### src/rtl/io_bus_bridge.sv
// rtl/io_bus_bridge.sv - CPU byte-bus splitter: RAM path plus memory-mapped TX FIFO, RX pop, cycle counter and program-end.
module io_bus_bridge #(
  parameter int TX_DEPTH_LOG2 = 3,
  parameter int FULL_MARGIN   = 2
) (
  input  logic        clk_in,
  input  logic        rst_in,
  input  logic [31:0] cpu_a,
  input  logic [7:0]  cpu_dout,
  input  logic        cpu_wr,
  output logic [7:0]  cpu_din,
  output logic        io_buffer_full,
  output logic [16:0] ram_a,
  output logic [7:0]  ram_dout,
  output logic        ram_we,
  input  logic [7:0]  ram_din,
  output logic [7:0]  tx_data,
  output logic        tx_valid,
  input  logic        tx_ready,
  input  logic [7:0]  rx_data,
  input  logic        rx_valid,
  output logic        rx_pop,
  output logic        program_end,
  output logic        tx_overflow
);

  localparam int DEPTH = 1 << TX_DEPTH_LOG2;
  localparam logic [TX_DEPTH_LOG2:0] DEPTH_C  = (TX_DEPTH_LOG2+1)'(DEPTH);
  localparam logic [TX_DEPTH_LOG2:0] MARGIN_C = (TX_DEPTH_LOG2+1)'(FULL_MARGIN);
  localparam logic [17:0] ADDR_TX  = 18'h30000;
  localparam logic [17:0] ADDR_CNT = 18'h30004;

  logic [17:0] a18;
  logic        is_io, io_rd, io_wr;
  logic        rd_tx, rd_cnt, wr_tx, wr_end;
  logic [7:0]  io_byte, io_byte_q;
  logic        sel_io, sel_ram;
  logic [31:0] counter, snap;

  logic [7:0]               mem [DEPTH];
  logic [TX_DEPTH_LOG2-1:0] wr_ptr, rd_ptr;
  logic [TX_DEPTH_LOG2:0]   count, count_nxt, free_nxt;
  logic                     push, push_ok, pop;
  logic [7:0]               push_data;

  assign a18    = cpu_a[17:0];
  assign is_io  = (a18[17:16] == 2'b11);
  assign io_rd  = is_io & ~cpu_wr;
  assign io_wr  = is_io & cpu_wr;

  assign ram_a    = cpu_a[16:0];
  assign ram_dout = cpu_dout;
  assign ram_we   = cpu_wr & ~is_io;

  assign rd_tx  = io_rd && (a18 == ADDR_TX);
  assign rd_cnt = io_rd && (a18[17:2] == ADDR_CNT[17:2]);
  assign wr_tx  = io_wr && (a18 == ADDR_TX) && (cpu_dout != 8'h00);
  assign wr_end = io_wr && (a18 == ADDR_CNT);
  assign rx_pop = rd_tx & rx_valid;

  // Byte 0 reads the live counter; the same read loads the snapshot for bytes 1-3.
  always_comb begin
    io_byte = 8'h00;
    if (rd_tx && rx_valid) begin
      io_byte = rx_data;
    end else if (rd_cnt) begin
      case (a18[1:0])
        2'd0:    io_byte = counter[7:0];
        2'd1:    io_byte = snap[15:8];
        2'd2:    io_byte = snap[23:16];
        default: io_byte = snap[31:24];
      endcase
    end
  end

  assign cpu_din = sel_io ? io_byte_q : (sel_ram ? ram_din : 8'h00);

  always_ff @(posedge clk_in or negedge rst_in) begin
    if (!rst_in) begin
      sel_io      <= 1'b0;
      sel_ram     <= 1'b0;
      io_byte_q   <= 8'h00;
      counter     <= 32'd0;
      snap        <= 32'd0;
      program_end <= 1'b0;
    end else begin
      sel_io    <= io_rd;
      sel_ram   <= ~is_io & ~cpu_wr;
      io_byte_q <= io_byte;
      counter   <= counter + 32'd1;
      if (rd_cnt && (a18[1:0] == 2'd0)) snap <= counter;
      if (wr_end) program_end <= 1'b1;
    end
  end

  assign push      = wr_tx | wr_end;
  assign push_data = wr_end ? 8'h00 : cpu_dout;
  assign push_ok   = push && (count != DEPTH_C);
  assign pop       = tx_valid & tx_ready;
  assign tx_valid  = (count != '0);
  assign tx_data   = mem[rd_ptr];

  always_comb begin
    count_nxt = count;
    case ({push_ok, pop})
      2'b10:   count_nxt = count + (TX_DEPTH_LOG2+1)'(1);
      2'b01:   count_nxt = count - (TX_DEPTH_LOG2+1)'(1);
      default: count_nxt = count;
    endcase
  end

  assign free_nxt = DEPTH_C - count_nxt;

  always_ff @(posedge clk_in) begin
    if (push_ok) mem[wr_ptr] <= push_data;
  end

  // Full is flagged early so writes already in flight from the CPU still fit.
  always_ff @(posedge clk_in or negedge rst_in) begin
    if (!rst_in) begin
      wr_ptr         <= '0;
      rd_ptr         <= '0;
      count          <= '0;
      io_buffer_full <= 1'b0;
      tx_overflow    <= 1'b0;
    end else begin
      if (push_ok) wr_ptr <= wr_ptr + TX_DEPTH_LOG2'(1);
      if (pop)     rd_ptr <= rd_ptr + TX_DEPTH_LOG2'(1);
      count          <= count_nxt;
      io_buffer_full <= (free_nxt <= MARGIN_C);
      if (push && !push_ok) tx_overflow <= 1'b1;
    end
  end

endmodule
### config.mk
export PLATFORM = sky130hd
export DESIGN_NAME = io_bus_bridge
export DESIGN_NICKNAME = d
export VERILOG_FILES = /design/src/rtl/io_bus_bridge.sv
export SDC_FILE = /design/constraint.sdc
export NUM_CORES = 1
export LEC_CHECK = 0
export ABC_CLOCK_PERIOD_IN_PS = 2850
export CAP_MARGIN = 20
export CELL_PAD_IN_SITES_DETAIL_PLACEMENT = 1
export CELL_PAD_IN_SITES_GLOBAL_PLACEMENT = 1
export CORE_MARGIN = 2
export CORE_UTILIZATION = 47
export CTS_BUF_LIST = sky130_fd_sc_hd__clkbuf_8 sky130_fd_sc_hd__clkbuf_16
export DETAILED_ROUTE_END_ITERATION = 8
export DONT_BUFFER_PORTS = 1
export PLACE_DENSITY = 0.83
export SLEW_MARGIN = 25
export SYNTH_ARGS = -nofsm -noshare
export SYNTH_HDL_FRONTEND = slang
export SYNTH_SLANG_ARGS = --single-unit
export TNS_END_PERCENT = 50
### constraint.sdc
create_clock -name clk_in -period 2.85 [get_ports clk_in]
set_input_delay 0.855 -clock clk_in [delete_from_list [all_inputs] [get_ports clk_in]]
set_output_delay 0.855 -clock clk_in [all_outputs]
set_load 0.02 [all_outputs]
# After elaboration in Yosys (flattened, before gate mapping)
# Memories as Yosys holds them, arrays and structs flattened.
# Index checks and enable logic that the tools add are counted.
dict set report word_totals {
  in_bits 61
  ff_bits 87
  ram_bits 64
  mem_count 1
}
dict set report classes {
  n_eq_ne 9
  reduce_logical 13
  muxes 9
  order_cmp 1
  bitwise_logic 9
  add_sub_neg 6
}
# memory words word_bits read_ports rd_ports_with_merged_regs wr line_no
set memory_table {}
lappend memory_table {mem 8 8 1 0 1 40} ;# logic [7:0] mem [DEPTH];
# operator n
set op_table {}
lappend op_table {{$mux W8} 5}
lappend op_table {{$eq A18 B18 Y1 const B} 2}
lappend op_table {{$add A32 B1 Y32 const B} 1}
lappend op_table {{$pmux W8 S3} 1}
lappend op_table {{$eq A16 B16 Y1 const B} 1}
lappend op_table {{$logic_and A1 B1 Y1} 9}
lappend op_table {{$pmux W4 S2} 1}
lappend op_table {{$reduce_bool A8 Y1} 1}
lappend op_table {{$add A3 B1 Y3 const B} 2}
lappend op_table {{$and A1 B1 Y1} 6}
lappend op_table {{$eq A2 B2 Y1 const B} 3}
lappend op_table {{$add A4 B1 Y4 const B} 1}
lappend op_table {{$eq A2 B1 Y1 const B} 2}
lappend op_table {{$le A4 B2 Y1 const B} 1}
lappend op_table {{$ne A4 B4 Y1 const B} 1}
lappend op_table {{$reduce_bool A4 Y1} 1}
lappend op_table {{$sub A4 B1 Y4 const B} 1}
lappend op_table {{$sub A4 B4 Y4 const A} 1}
lappend op_table {{$logic_not A2 Y1} 1}
lappend op_table {{$mux W1} 2}
lappend op_table {{$not A1 Y1} 2}
lappend op_table {{$logic_not A1 Y1} 1}
lappend op_table {{$or A1 B1 Y1} 1}

# Longest topological paths before layout
dict set report depth {
  ltp_word 10
  mapped_depth 13
  mapped_depth_nobuf 13
}

# Worst setup path before layout
# Ideal clock, no wire load.
dict set report synth_timing {
  path_type {input-to-reg}
  from {input cpu_a[6]}
  to {register io_buffer_full}
  setup_time_ns 0.095
  t_required_ns 2.755
  stages 13
  setup_slack_ns -0.783
  t_arrival_ns 3.538
  path_cell_list {nor4_2 -> nand4_2 -> nor4_4 -> nand3_1 -> ha_1 -> xor2_1 -> ha_1 -> mux2_2 -> inv_1 -> ha_1 -> nand3_1 -> o221a_2 -> o31ai_1}
}
dict set report synth_between {
  elab_chain_cells 9
}
# element line_no
set synth_lines {}
lappend synth_lines {{start: declaration} 8} ;# input logic [31:0] cpu_a,
lappend synth_lines {{$eq A18 B18 Y1} 57} ;# assign wr_tx = io_wr && (a18 == ADDR_TX) && (cpu_dout != 8'h00);
lappend synth_lines {{$logic_and A1 B1 Y1 (2 in a row)} 57}
lappend synth_lines {{$or A1 B1 Y1 (*)} 96} ;# assign push = wr_tx | wr_end;
lappend synth_lines {{$logic_and A1 B1 Y1 (*)} 98} ;# assign push_ok = push && (count != DEPTH_C);
lappend synth_lines {{$eq A2 B1 Y1 or $eq A2 B2 Y1 (tied branches)} 105} ;# case ({push_ok, pop})
lappend synth_lines {{$pmux W4 S2 (*)} 105}
lappend synth_lines {{net count_nxt[1]} 42} ;# logic [TX_DEPTH_LOG2:0] count, count_nxt, free_nxt;
lappend synth_lines {{$sub A4 B4 Y4 (*)} 112} ;# assign free_nxt = DEPTH_C - count_nxt;
lappend synth_lines {{$le A4 B2 Y1 (*)} 130} ;# io_buffer_full <= (free_nxt <= MARGIN_C);
lappend synth_lines {{end signal: assignment} 130}
lappend synth_lines {{end: declaration} 12} ;# output logic io_buffer_full,
# The timed path passes the listed nets; every way through them passes the cells marked *.
# A chain may end at the register's enable or synchronous reset.

# Worst setup path in the final report
dict set report layout_timing {
  from {input cpu_a[7]}
  to {register io_buffer_full}
}
# The elaborated chain is that of the path after synthesis.

==> out/results.ini <==
[global_route]
global_route.usage.met3_pct=6.601
grt_most_used_layer=met2
grt_start_max_net_pins=80
grt_pass1_vias=4486
global_route.overflow_total=0
global_route_track_usage_on_met1_pct=29.61
grt_first_pass_wirelength_um=26590
groute.usage.overall_pct=24.87
grt_util_met2_pct=43.47
number_of_antenna_violations_at_the_first_check_in_global_routing=0

[floorplanning]
die_area_um2=14930
initial_utilization_pct=47.67
num_rows=43
die_w_um=122.2
die_height_um=122.2
area_of_the_core_um2=13770
design.portCount=108

[place]
place_worst_setup_slack_ns=-0.9798
dp_hpwl_um=11030
gp_congestion=0.7627
placedInstanceArea_um2=6930
portBuffers=0

[power_and_ir_drop]
power_per_cell_area_nw_per_um2=773.9
power_leakage_nw=3.122
vdd_drop_max_mv=0.4464
finalPower_mw=5.940

[setup_path]
critical_path.most_common_cell=ha_4
crit_chain=nor4_4 > nand4_4 > nor4_4 > buf_4 > nand3_4 > ha_4 > xor2_4 > ha_4 > mux2_4 > ha_4 > nor2_4 > nor3b_2 > nand4b_1 > o31ai_4
cpLargestDelayFamily=simple AND/OR/NAND/NOR gates
path_buf_inv=1
critical-path-slowest-cell=nor4_4
startpoint_type=primary input
cpPeakStageDelay_ns=0.32
largest_fanout_on_the_critical_path=3
rr_worst_depth=12
critPathRequiredTime_ns=3.18
r2r_setup_slack_ns=-0.11
criticalPathCategory=primary input to flip-flop
timing.critical_path.arrival_ns=3.48
timing.critical_path.to_type=flip-flop
endpoint_of_the_lowest_slack_register_to_register_path=io_buffer_full
reg2reg_from=count[1]

[sta]
finalCritPeriodShare_pct=110.4
setup-violations-final=3
finalClockSkew_ns=0.009453
crit_path_setup_slack_layout_ns=-0.2962
worst_slew_margin_rel_pct=54.90
max_slew.worst_pin.slew_ns=0.6741
unrepaired_setup_endpoints_after_global_routing=true
achievable-frequency_mhz=317.8
timing_max_transition_violations_final=0
whs_ns=0.1212
fin_crit_ns=3.146
report.final.hold_viol_count=0

[synth]
post_synth_instance_area_um2=6565
synth-edff-count=64
synth.yosys.warnings=0
synth_compound_area_share_pct=3.011
post_synth_mux_area_share_pct=15.53
post_synthesis_net_count=518
synth_top_family_by_area=multiplexers
synth_ff_type=dfrtp_1
synth.distinct_cells=44
synth_simple_gate_area_share_pct=11.26
post_synth.cell_area_avg_um2=14.62
synth_area_in_adders_pct=1.525
postSynth.asyncResetShare_pct=55.24
number_of_synthesized_register_bits=143
yosys.area_share.xor_xnor_pct=4.936
post_synth_inst_count=449
synth-seq-area-share_pct=59.39

[finish]
design_area_um2=7675
antenna_cells=0
layout_cell_share_with_drive_strength_beyond_1_pct=34.49
synthToLayoutAreaGrowth_pct=16.90
nNetsFinal=546

[route]
detail_route.wl_per_cell_um=26.67
detailed_routing_iteration_count_for_the_pre_antenna_repair_pass=4
drt_first_iter_violations=350
remaining_drc_errors=0
wirelength_um=17870
final_ant_viol_nets=0
detailroute.via_count=4024
vias_per_cell=6.006

[clock_network]
cts_root_buffer=clkbuf_16
cts_buffers=17
max-clock-path-buffers=2
tritoncts=built
cts.htree.levels=4
clock_latency_ns=0.42
hold_buffers=0
cts.sink_count=143
clk_transition_reported_paths_ns=0.06

[job]
maxCapViolations=0

[min_path]
hold_path.class=primary input to asynchronous set/reset pin

[run_status]
status=finished, violations left
failing_checks=negative setup slack

-- registers in the layout, indices dropped and copies added, names as in the netlist, 3 cells and up --
name	cells
snap	24
rd_ptr	3
wr_ptr	3
io_byte_q	8
count	4
counter	32
mem	64
-- layout make-up --
cell class	count	area (µm²)
Clock buffer	17	425.4
Clock inverter	15	127.6
Fill cell	1326	6098
Inverter	7	26.28
Multi-Input combinational cell	260	2581
Sequential cell	143	3900
Tap cell	180	225.2
Timing Repair Buffer	48	389.1
-- logic make-up after synthesis --
group                      count (synthesis)
AOI/OAI and AO/OA                         25
xor gates and xnor gates                  37
adders and majority gates                  8
buffers and inverters                     46
DFF                                      143
muxes                                     60
and+or+nand+nor                          130
-- report_power, final --
part | switching (mW) | total, mW | internal [mW]
combinational | 0.735 | 1.51 | 0.773
sequential | 0.125 | 2.34 | 2.22
clock | 0.956 | 2.09 | 1.14
total | 1.82 | 5.94 | 4.12
-- per-layer routing --
metal  routed length (µm)  vias to the layer above
met5                    0                        -
met3                  991                       33
li1                     -                     1691
met2                 9550                      168
met4                  427                        0
met1                 6898                     2132
-- how the worst max path moves through the flow --
stage                     cells after the start      start             end  slack (ns)
after detailed placement                     13   cpu_a[7]  io_buffer_full       -0.98
final                                        14   cpu_a[7]  io_buffer_full       -0.30
after global placement                       14  cpu_a[13]  io_buffer_full       -0.78
after CTS                                    14   cpu_a[3]  io_buffer_full       -0.27
after floorplan                              13   cpu_a[7]  io_buffer_full       -0.74
after global routing                         14   cpu_a[7]  io_buffer_full       -0.44
-- cell usage in the layout, fill, tap and decap left out, types with 4 or more instances in the layout --
master | Yosys | layout
nor4_4 | 2 | 4
mux2_2 | 15 | 14
ha_4 | 0 | 5
mux2_4 | 20 | 21
buf_4 | 25 | 45
mux4_2 | 24 | 24
clkinv_4 | 0 | 4
a22o_1 | 15 | 15
nor2_1 | 28 | 27
and2_1 | 9 | 9
nand2_1 | 26 | 26
nor3_1 | 6 | 4
clkbuf_16 | 0 | 17
and3_1 | 7 | 7
dfrtp_1 | 79 | 78
xor2_1 | 13 | 12
nand4_1 | 10 | 10
nand3_1 | 14 | 12
inv_6 | 0 | 5
edfxtp_1 | 64 | 64
inv_1 | 7 | 4
clkinvlp_4 | 0 | 5
xnor2_1 | 24 | 24
-- worst reg2reg max path, stage by stage (launching register included) --
cell and delay [ns]:
dfrtp_1 0.39, or4_1 0.56, nand2_1 0.16, inv_1 0.12
ha_4 0.20, xor2_4 0.18, ha_4 0.22, mux2_4 0.30
ha_4 0.28, nor2_4 0.04, nor3b_2 0.16, nand4b_1 0.17
o31ai_4 0.09
-- synth_stat cells (5+ instances only) --
| library cell | n | share of area [%] |
|---|---|---|
| mux2_4 | 20 | 4.6 |
| edfxtp_1 | 64 | 29 |
| mux4_2 | 24 | 8.2 |
| nand2_1 | 26 | 1.5 |
| a22o_1 | 15 | 2.0 |
| nor3_1 | 6 | 0.46 |
| xnor2_1 | 24 | 3.2 |
| inv_1 | 7 | 0.40 |
| mux2_2 | 15 | 2.6 |
| dfrtp_1 | 79 | 30 |
| nor3b_1 | 5 | 0.57 |
| and3_1 | 7 | 0.67 |
| xor2_1 | 13 | 1.7 |
| ha_1 | 8 | 1.5 |
| clkbuf_1 | 6 | 0.34 |
| nand4_1 | 10 | 0.95 |
| buf_4 | 25 | 2.9 |
| nand3_1 | 14 | 1.1 |
| and2_1 | 9 | 0.86 |
| nor2_1 | 28 | 1.6 |
-- through the flow --
stage | TNS, ns | cells | utilization, %
after floorplan | -2.377 | 449 | -
after global placement | -2.116 | 634 | 50.32
after detailed placement | -6.088 | 634 | 50.32
after CTS | -0.3633 | 669 | 55.40
after global routing | -0.7004 | 670 | 55.72
final | -0.3947 | 670 | 55.72
-- what timing repair did --
action	4_1_cts	5_1_grt
buffers inserted	3	1
pin swaps	12	4
setup endpoints to repair	12	4
resized for setup	20	7
Power figures use the tool's default switching activity.
